`src/rtl/vga_sync_to_count.sv`:
```
`timescale 1ns / 1ps
// vga_sync_to_count
// Recovers column/row counters from a pair of active-high sync inputs
// (high during active columns / active rows), re-aligns the syncs with the
// counts, and tracks whether the incoming timing matches
// TOTAL_COLS x TOTAL_ROWS through a SEARCH -> VERIFY -> LOCKED state machine.
// A free-running flywheel keeps the counters wrapping when syncs go missing.
//
// Optional build macro:
//   VGA_SYNC_ERR_CNT_EN - adds o_Err_Count, an 8-bit saturating count of
//                         timing mismatches. Without it the port is absent.
module vga_sync_to_count #(
  parameter int TOTAL_COLS = 800,
  parameter int TOTAL_ROWS = 525
) (
  input  logic       CLK,
  input  logic       i_Rst_L,
  input  logic       i_HSync,
  input  logic       i_VSync,
  output logic       o_HSync,
  output logic       o_VSync,
  output logic [9:0] o_Col_Count,
  output logic [9:0] o_Row_Count,
  output logic       o_Frame_Start,
  output logic       o_Locked
`ifdef VGA_SYNC_ERR_CNT_EN
  ,
  output logic [7:0] o_Err_Count
`endif
);

  localparam int CNT_W = 10;
  localparam logic [CNT_W-1:0] COL_LAST = CNT_W'(TOTAL_COLS - 1);
  localparam logic [CNT_W-1:0] ROW_LAST = CNT_W'(TOTAL_ROWS - 1);

  typedef enum logic [1:0] {
    ST_SEARCH = 2'd0,
    ST_VERIFY = 2'd1,
    ST_LOCKED = 2'd2
  } state_e;

  // Sync pipeline: stage 1 is the registered input, stage 2 its older copy.
  logic hs_s1_q, hs_s2_q;
  logic vs_s1_q, vs_s2_q;
  logic hs_rise, vs_rise;

  logic [CNT_W-1:0] col_q, col_d;
  logic [CNT_W-1:0] row_q, row_d;
  logic [CNT_W-1:0] row_inc;
  logic             col_at_last, row_at_last;
  logic             frame_start_q;
  logic             mismatch;

  state_e state_q, state_d;

  // Register both syncs once, then keep one older copy for edge detection.
  always_ff @(posedge CLK or negedge i_Rst_L) begin
    if (!i_Rst_L) begin
      hs_s1_q <= 1'b0;
      hs_s2_q <= 1'b0;
      vs_s1_q <= 1'b0;
      vs_s2_q <= 1'b0;
    end else begin
      // NOTE: non-blocking, so stage 2 takes stage 1's pre-edge value;
      // blocking assignments here would collapse the two stages into one.
      hs_s1_q <= i_HSync;
      hs_s2_q <= hs_s1_q;
      vs_s1_q <= i_VSync;
      vs_s2_q <= vs_s1_q;
    end
  end

  // An edge is visible while stage 1 is high and stage 2 still low; the
  // counters act on it in the same cycle stage 2 starts showing the high.
  assign hs_rise = hs_s1_q & ~hs_s2_q;
  assign vs_rise = vs_s1_q & ~vs_s2_q;

  assign col_at_last = (col_q == COL_LAST);
  assign row_at_last = (row_q == ROW_LAST);
  assign row_inc     = row_at_last ? '0 : row_q + 10'd1;

  // Next counts and mismatch: VSync edge wins over HSync edge, which wins
  // over the flywheel; a mismatch is any line/frame boundary out of place.
  always_comb begin
    // NOTE: defaults first so every path assigns every signal -- no latches.
    col_d    = col_q + 10'd1;
    row_d    = row_q;
    mismatch = 1'b0;
    if (vs_rise) begin
      col_d    = '0;
      row_d    = '0;
      mismatch = ~(col_at_last & row_at_last);
    end else if (hs_rise) begin
      col_d    = '0;
      row_d    = row_inc;
      mismatch = ~col_at_last;
    end else if (col_at_last) begin
      col_d    = '0;
      row_d    = row_inc;
      mismatch = 1'b1;
    end
  end

  // Count registers and the frame-start pulse; identical in every FSM state.
  always_ff @(posedge CLK or negedge i_Rst_L) begin
    if (!i_Rst_L) begin
      col_q         <= '0;
      row_q         <= '0;
      frame_start_q <= 1'b0;
    end else begin
      col_q         <= col_d;
      row_q         <= row_d;
      frame_start_q <= vs_rise;
    end
  end

  // Lock FSM: state register.
  always_ff @(posedge CLK or negedge i_Rst_L) begin
    if (!i_Rst_L) begin
      state_q <= ST_SEARCH;
    end else begin
      state_q <= state_d;
    end
  end

  // Lock FSM: next state. Any frame edge starts verification; a clean one
  // while verifying locks; any mismatch outside SEARCH drops back.
  always_comb begin
    state_d = state_q;
    case (state_q)
      ST_SEARCH: begin
        if (vs_rise) state_d = ST_VERIFY;
      end
      ST_VERIFY: begin
        if (mismatch)     state_d = ST_SEARCH;
        else if (vs_rise) state_d = ST_LOCKED;
      end
      ST_LOCKED: begin
        if (mismatch) state_d = ST_SEARCH;
      end
      default: state_d = ST_SEARCH;
    endcase
  end

  // Lock FSM: output decode.
  always_comb begin
    o_Locked = (state_q == ST_LOCKED);
  end

  assign o_HSync       = hs_s2_q;
  assign o_VSync       = vs_s2_q;
  assign o_Col_Count   = col_q;
  assign o_Row_Count   = row_q;
  assign o_Frame_Start = frame_start_q;

`ifdef VGA_SYNC_ERR_CNT_EN
  logic [7:0] err_q, err_d;

  // Mismatch counter next value, holding at 255 once saturated.
  always_comb begin
    err_d = err_q;
    if (mismatch && (err_q != 8'hFF)) err_d = err_q + 8'd1;
  end

  // Mismatch counter register.
  always_ff @(posedge CLK or negedge i_Rst_L) begin
    if (!i_Rst_L) begin
      err_q <= 8'd0;
    end else begin
      err_q <= err_d;
    end
  end

  assign o_Err_Count = err_q;
`endif

endmodule

```
`config.mk`:
```
export PLATFORM = sky130hd
export DESIGN_NAME = vga_sync_to_count
export DESIGN_NICKNAME = d
export VERILOG_FILES = /design/src/rtl/vga_sync_to_count.sv
export SDC_FILE = /design/constraint.sdc
export NUM_CORES = 1
export LEC_CHECK = 0
export BUFFER_PORTS_ARGS = -buffer_cell sky130_fd_sc_hd__buf_2
export CAP_MARGIN = 20
export CORE_UTILIZATION = 42
export CTS_BUF_LIST = sky130_fd_sc_hd__clkbuf_4 sky130_fd_sc_hd__clkbuf_8
export DETAILED_ROUTE_END_ITERATION = 10
export GPL_TIMING_DRIVEN = 1
export SETUP_SLACK_MARGIN = 0.02
export SYNTH_ARGS = -nofsm -noshare
export SYNTH_HDL_FRONTEND = slang
export SYNTH_SLANG_ARGS = --single-unit
```
`constraint.sdc`:
```
create_clock -name CLK -period 5.21 [get_ports CLK]
set_input_delay 1.042 -clock CLK [delete_from_list [all_inputs] [get_ports CLK]]
set_output_delay 1.042 -clock CLK [all_outputs]
set_load 0.05 [all_outputs]
```
# Word level (Yosys, flattened, before mapping)
# Index checks and enable logic that the tools add are counted.
# totals
register_bits	27
in_bits	4
output_inout_bits	24
romBits	0
memories	0
latchBits	0
ram_bits	0
# classes
bitwise_logic	7
div	0
order_cmp	0
mux	15
n_addsub	2
shifts	0
reduce_logical	3
n_eq_ne	7
mul	0
# ops
cell	n
$mux W10	7
$add A10 B1 Y10 const B	2
$eq A10 B10 Y1 const B	2
$mux W2	4
$pmux W2 S3	1
$not A1 Y1	4
$and A1 B1 Y1	3
$mux W1	3
$ne A3 B3 Y1 const B	1
$reduce_and A3 Y1	1
$reduce_bool A3 Y1	1
$eq A2 B1 Y1 const B	1
$eq A2 B2 Y1 const B	1
$logic_not A2 Y1	1
$ne A2 B1 Y1 const B	1
$ne A2 B2 Y1 const B	1

# Depth between registers and ports, before layout
# depth
ltp_word	6
mapped_depth	7

# Least setup slack after synthesis
# OpenSTA, ideal clock, no wires.
# synth_path
path_type	register -> register
start	register col_q[0] (netlist: o_Col_Count[0])
end	register row_q[6] (netlist: o_Row_Count[6])
t_required_ns	5.144
path_stages_with_launch	8
n_path_buf	1
arrival_time_ns	2.126
synth_period_minus_slack_ns	2.192
slack_ns	3.018
path_cell_list	dfrtp_1 -> ha_1 -> and4_1 -> nand3_1 -> and3_1 -> clkbuf_1 -> nor2_1 -> a22o_2
# synth_via
elab_chain_len	2
# synth_lines
element	line_no	source
start: declaration	47	logic [CNT_W-1:0] col_q, col_d;
start signal: assignment	111	col_q <= col_d;
$eq A10 B10 Y1	78	assign col_at_last = (col_q == COL_LAST);
$reduce_bool A3 Y1 (no source line)	--	
end signal: assignment	112	row_q <= row_d;
end: declaration	48	logic [CNT_W-1:0] row_q, row_d;
# Every way passes these cells.
# A chain may end at the register's enable or synchronous reset.

# Worst setup path after layout
# layout_path
start	register state_q[0]
end	output port o_Locked
# layout_via
elab_chain_len	1
# layout_lines
element	line_no	source
start: declaration	54	state_e state_q, state_d;
start signal: assignment	122	state_q <= state_d;
$eq A2 B2 Y1	147	o_Locked = (state_q == ST_LOCKED);
end: declaration	25	output logic o_Locked
# Every way passes these cells.

==> flow_summary_export.csv <==
group,metric,value,unit
yosys,synth-edff-count,0,
yosys,yosysWarnings,0,
sta,rsz0062_at_grt,"no",
yosys,synth_ff_type,"dfrtp_1",
setup_path,crit_path_end_kind,"output pin",
drt,first_iter_violations,53,
final_layout,fin_area,1530,µm²
yosys,seq_area_frac_synth,50.8,%
clocking,cts-hold-fix-buffers,0,
final_layout,fin_nets,163,
power_and_ir_drop,power_density,311,nW/µm²
clocking,cts_tree,"yes",
final_layout,seq_area,676,µm²
status,status,"complete, no violations",
final_layout,layout_common_cells,"27 x dfrtp_1, 27 x buf_2, 13 x nor2_1",
global_route,grt_pass1_vias,1089,
floorplanning,dieArea,3400,µm²
power_and_ir_drop,p_leak,0.746,nW
yosys,async_flop_share,100,%
sta,hold_violations,0,
setup_path,timing_worst_setup_path_type,"reg2out",
drt,ant_nets,0,
clocking,root_buffer,"clkbuf_4",
final_layout,final_util,50.7,%
floorplanning,die-height,58.3,µm
yosys,syn_nets,134,
global_route,grt_max_degree,28,
placement,routabilityCongestion,0.801,
clocking,postCtsSetupBuffers,0,
sta,maxSlewHeadroom,60.1,%
global_route,grt.total_usage,17.3,%
hold_path,hold_depth,0,
clocking,cts_max_level,1,
clocking,clock_latency,0.31,ns
sta,fin_tns_setup,0,ns
final_layout,drive_gt1_share,24.5,%
placement,place_area,1500,µm²
final_layout,syn2layout_area_growth,15.3,%
yosys,synth_area,1330,µm²
clocking,cts_resized,0,
global_route,antenna_found_initial,0,
floorplanning,start_util,43.9,%
drt,wl,2590,µm
power_and_ir_drop,vdd_ir_drop_max,0.000153,V
sta,fin_crit,2.29,ns
drt,route.vias.total,1054,
drt,first_pass_iters,4,
yosys,avgSynthCellArea,10.5,µm²
yosys,synth.ff_latch_count,27,
sta,timing.fmax,436,MHz
sta,worst_clock_skew,0.00512,ns
setup_path,required,4.17,ns
yosys,syn_inst,127,
hold_path,hp-class,"reg2reg",
final_layout,diodes,0,
final_layout,nFillCells,286,
drt,drc,0,
floorplanning,die_w,58.3,µm
job,drv_cap,0,
floorplanning,pin_count,28,
sta,whs,0.397,ns
power_and_ir_drop,p_total,477,µW
sta,fin_crit_sh,44.0,%
placement,port_buffers,27,
setup_path,cp.arrival,1.25,ns
final_layout,multi_input_area,619,µm²
sta,setup_ws,2.92,ns
clocking,path_clk_slew,0.14,ns
placement,dp_hpwl,1910,µm
global_route,grt.overflow.total,0,
clocking,cts_buffers,3,
placement,place_ws,3.04,ns
clocking,clk_path_buf_depth,2,
floorplanning,rows,20,
setup_path,r2r_cells,6,
global_route,grt_pass1_wl,4490,µm
sta,finalSetupViolations,0,
placement,dp.cells,195,
clocking,clkSinkCount,27,
drt,post_drt_wl_per_cell,13.0,µm
yosys,ys_types,37,
setup_path,path_max_fanout,3,
final_layout,fin_cells,199,
floorplanning,coreArea,3030,µm²
setup_path,start_kind,"flip-flop",
sta,slew_violations,0,
sta,tightest_slew,0.598,ns
drt,viasPerCell,5.30,
layout make-up:
class / count / share of cell area (%)
clock buffer: 4 / 1.96
multi-input combinational: 92 / 40.4
timing repair buffer: 27 / 8.81
sequential: 27 / 44.0
inverter: 5 / 1.22
tap: 44 / 3.59
where the power goes:
| part | internal, mW | leakage, nW | switching [mW] |
|---|---|---|---|
| Clock | 0.0351 | 0.0184 | 0.0587 |
| Sequential | 0.227 | 0.359 | 0.0262 |
| Combinational | 0.0361 | 0.369 | 0.0939 |
cells in the mapped netlist, types with 2 or more instances:
cell type	n	area, µm²
ha_1	3	37.5
xor2_1	5	43.8
dfrtp_1	27	676
o21ai_0	7	35.0
and3_1	4	25.0
nor2_1	13	48.8
nor3_1	3	15.0
a22o_1	5	43.8
inv_1	5	18.8
nand4_1	3	18.8
xnor2_1	4	35.0
nand3_1	12	60.1
nor2b_1	3	18.8
nand2_1	6	22.5
a21oi_1	2	10.0
o31ai_1	3	22.5
nand2b_1	2	12.5
state kept, by name (all words and copies together) (netlist names):
register / cells
o_Col_Count: 10
o_Row_Count: 10
state_q: 2
hs_s1_q: 1
o_Frame_Start: 1
o_HSync: 1
o_VSync: 1
vs_s1_q: 1
per-layer routing:
metal	global-route usage, %	up-vias	part of all wire, %
met5	0	-	0
met4	8.16	0	0.66
met3	2.68	2	3.1
met2	30.0	22	50
met1	20.9	519	46
li1	-	511	-
critical path, cell delays in order, from the launching register on:
cell     delay [ns]
dfrtp_1        0.42
and2b_1        0.24
buf_2          0.27
cell families after synthesis:
logic type	Yosys count	synth area share [%]
flip-flops	27	50.8
AO/OA/AOI/OAI	22	13.0
multiplexers	1	0.753
AND/OR/NAND/NOR	57	24.1
buffers and inverters	8	2.63
adder cells (fa/ha/maj)	3	2.82
XOR/XNOR	9	5.93
path summary, 6_finish.rpt:
path	start	endpoint	slack, ns
max	state_q[0]$_DFFE_PN0P_	o_Locked	2.92
min	hs_s1_q$_DFF_PN0_	o_HSync$_DFF_PN0_	0.40
max reg2reg	o_Row_Count[0]$_DFFE_PN0P_	o_Row_Count[6]$_DFFE_PN0P_	3.04
min reg2reg	hs_s1_q$_DFF_PN0_	o_HSync$_DFF_PN0_	0.40
max in group asynchronous	i_Rst_L	o_Row_Count[1]$_DFFE_PN0P_	4.11
min in group asynchronous	i_Rst_L	state_q[0]$_DFFE_PN0P_	0.71
Power figures use the tool's default switching activity.
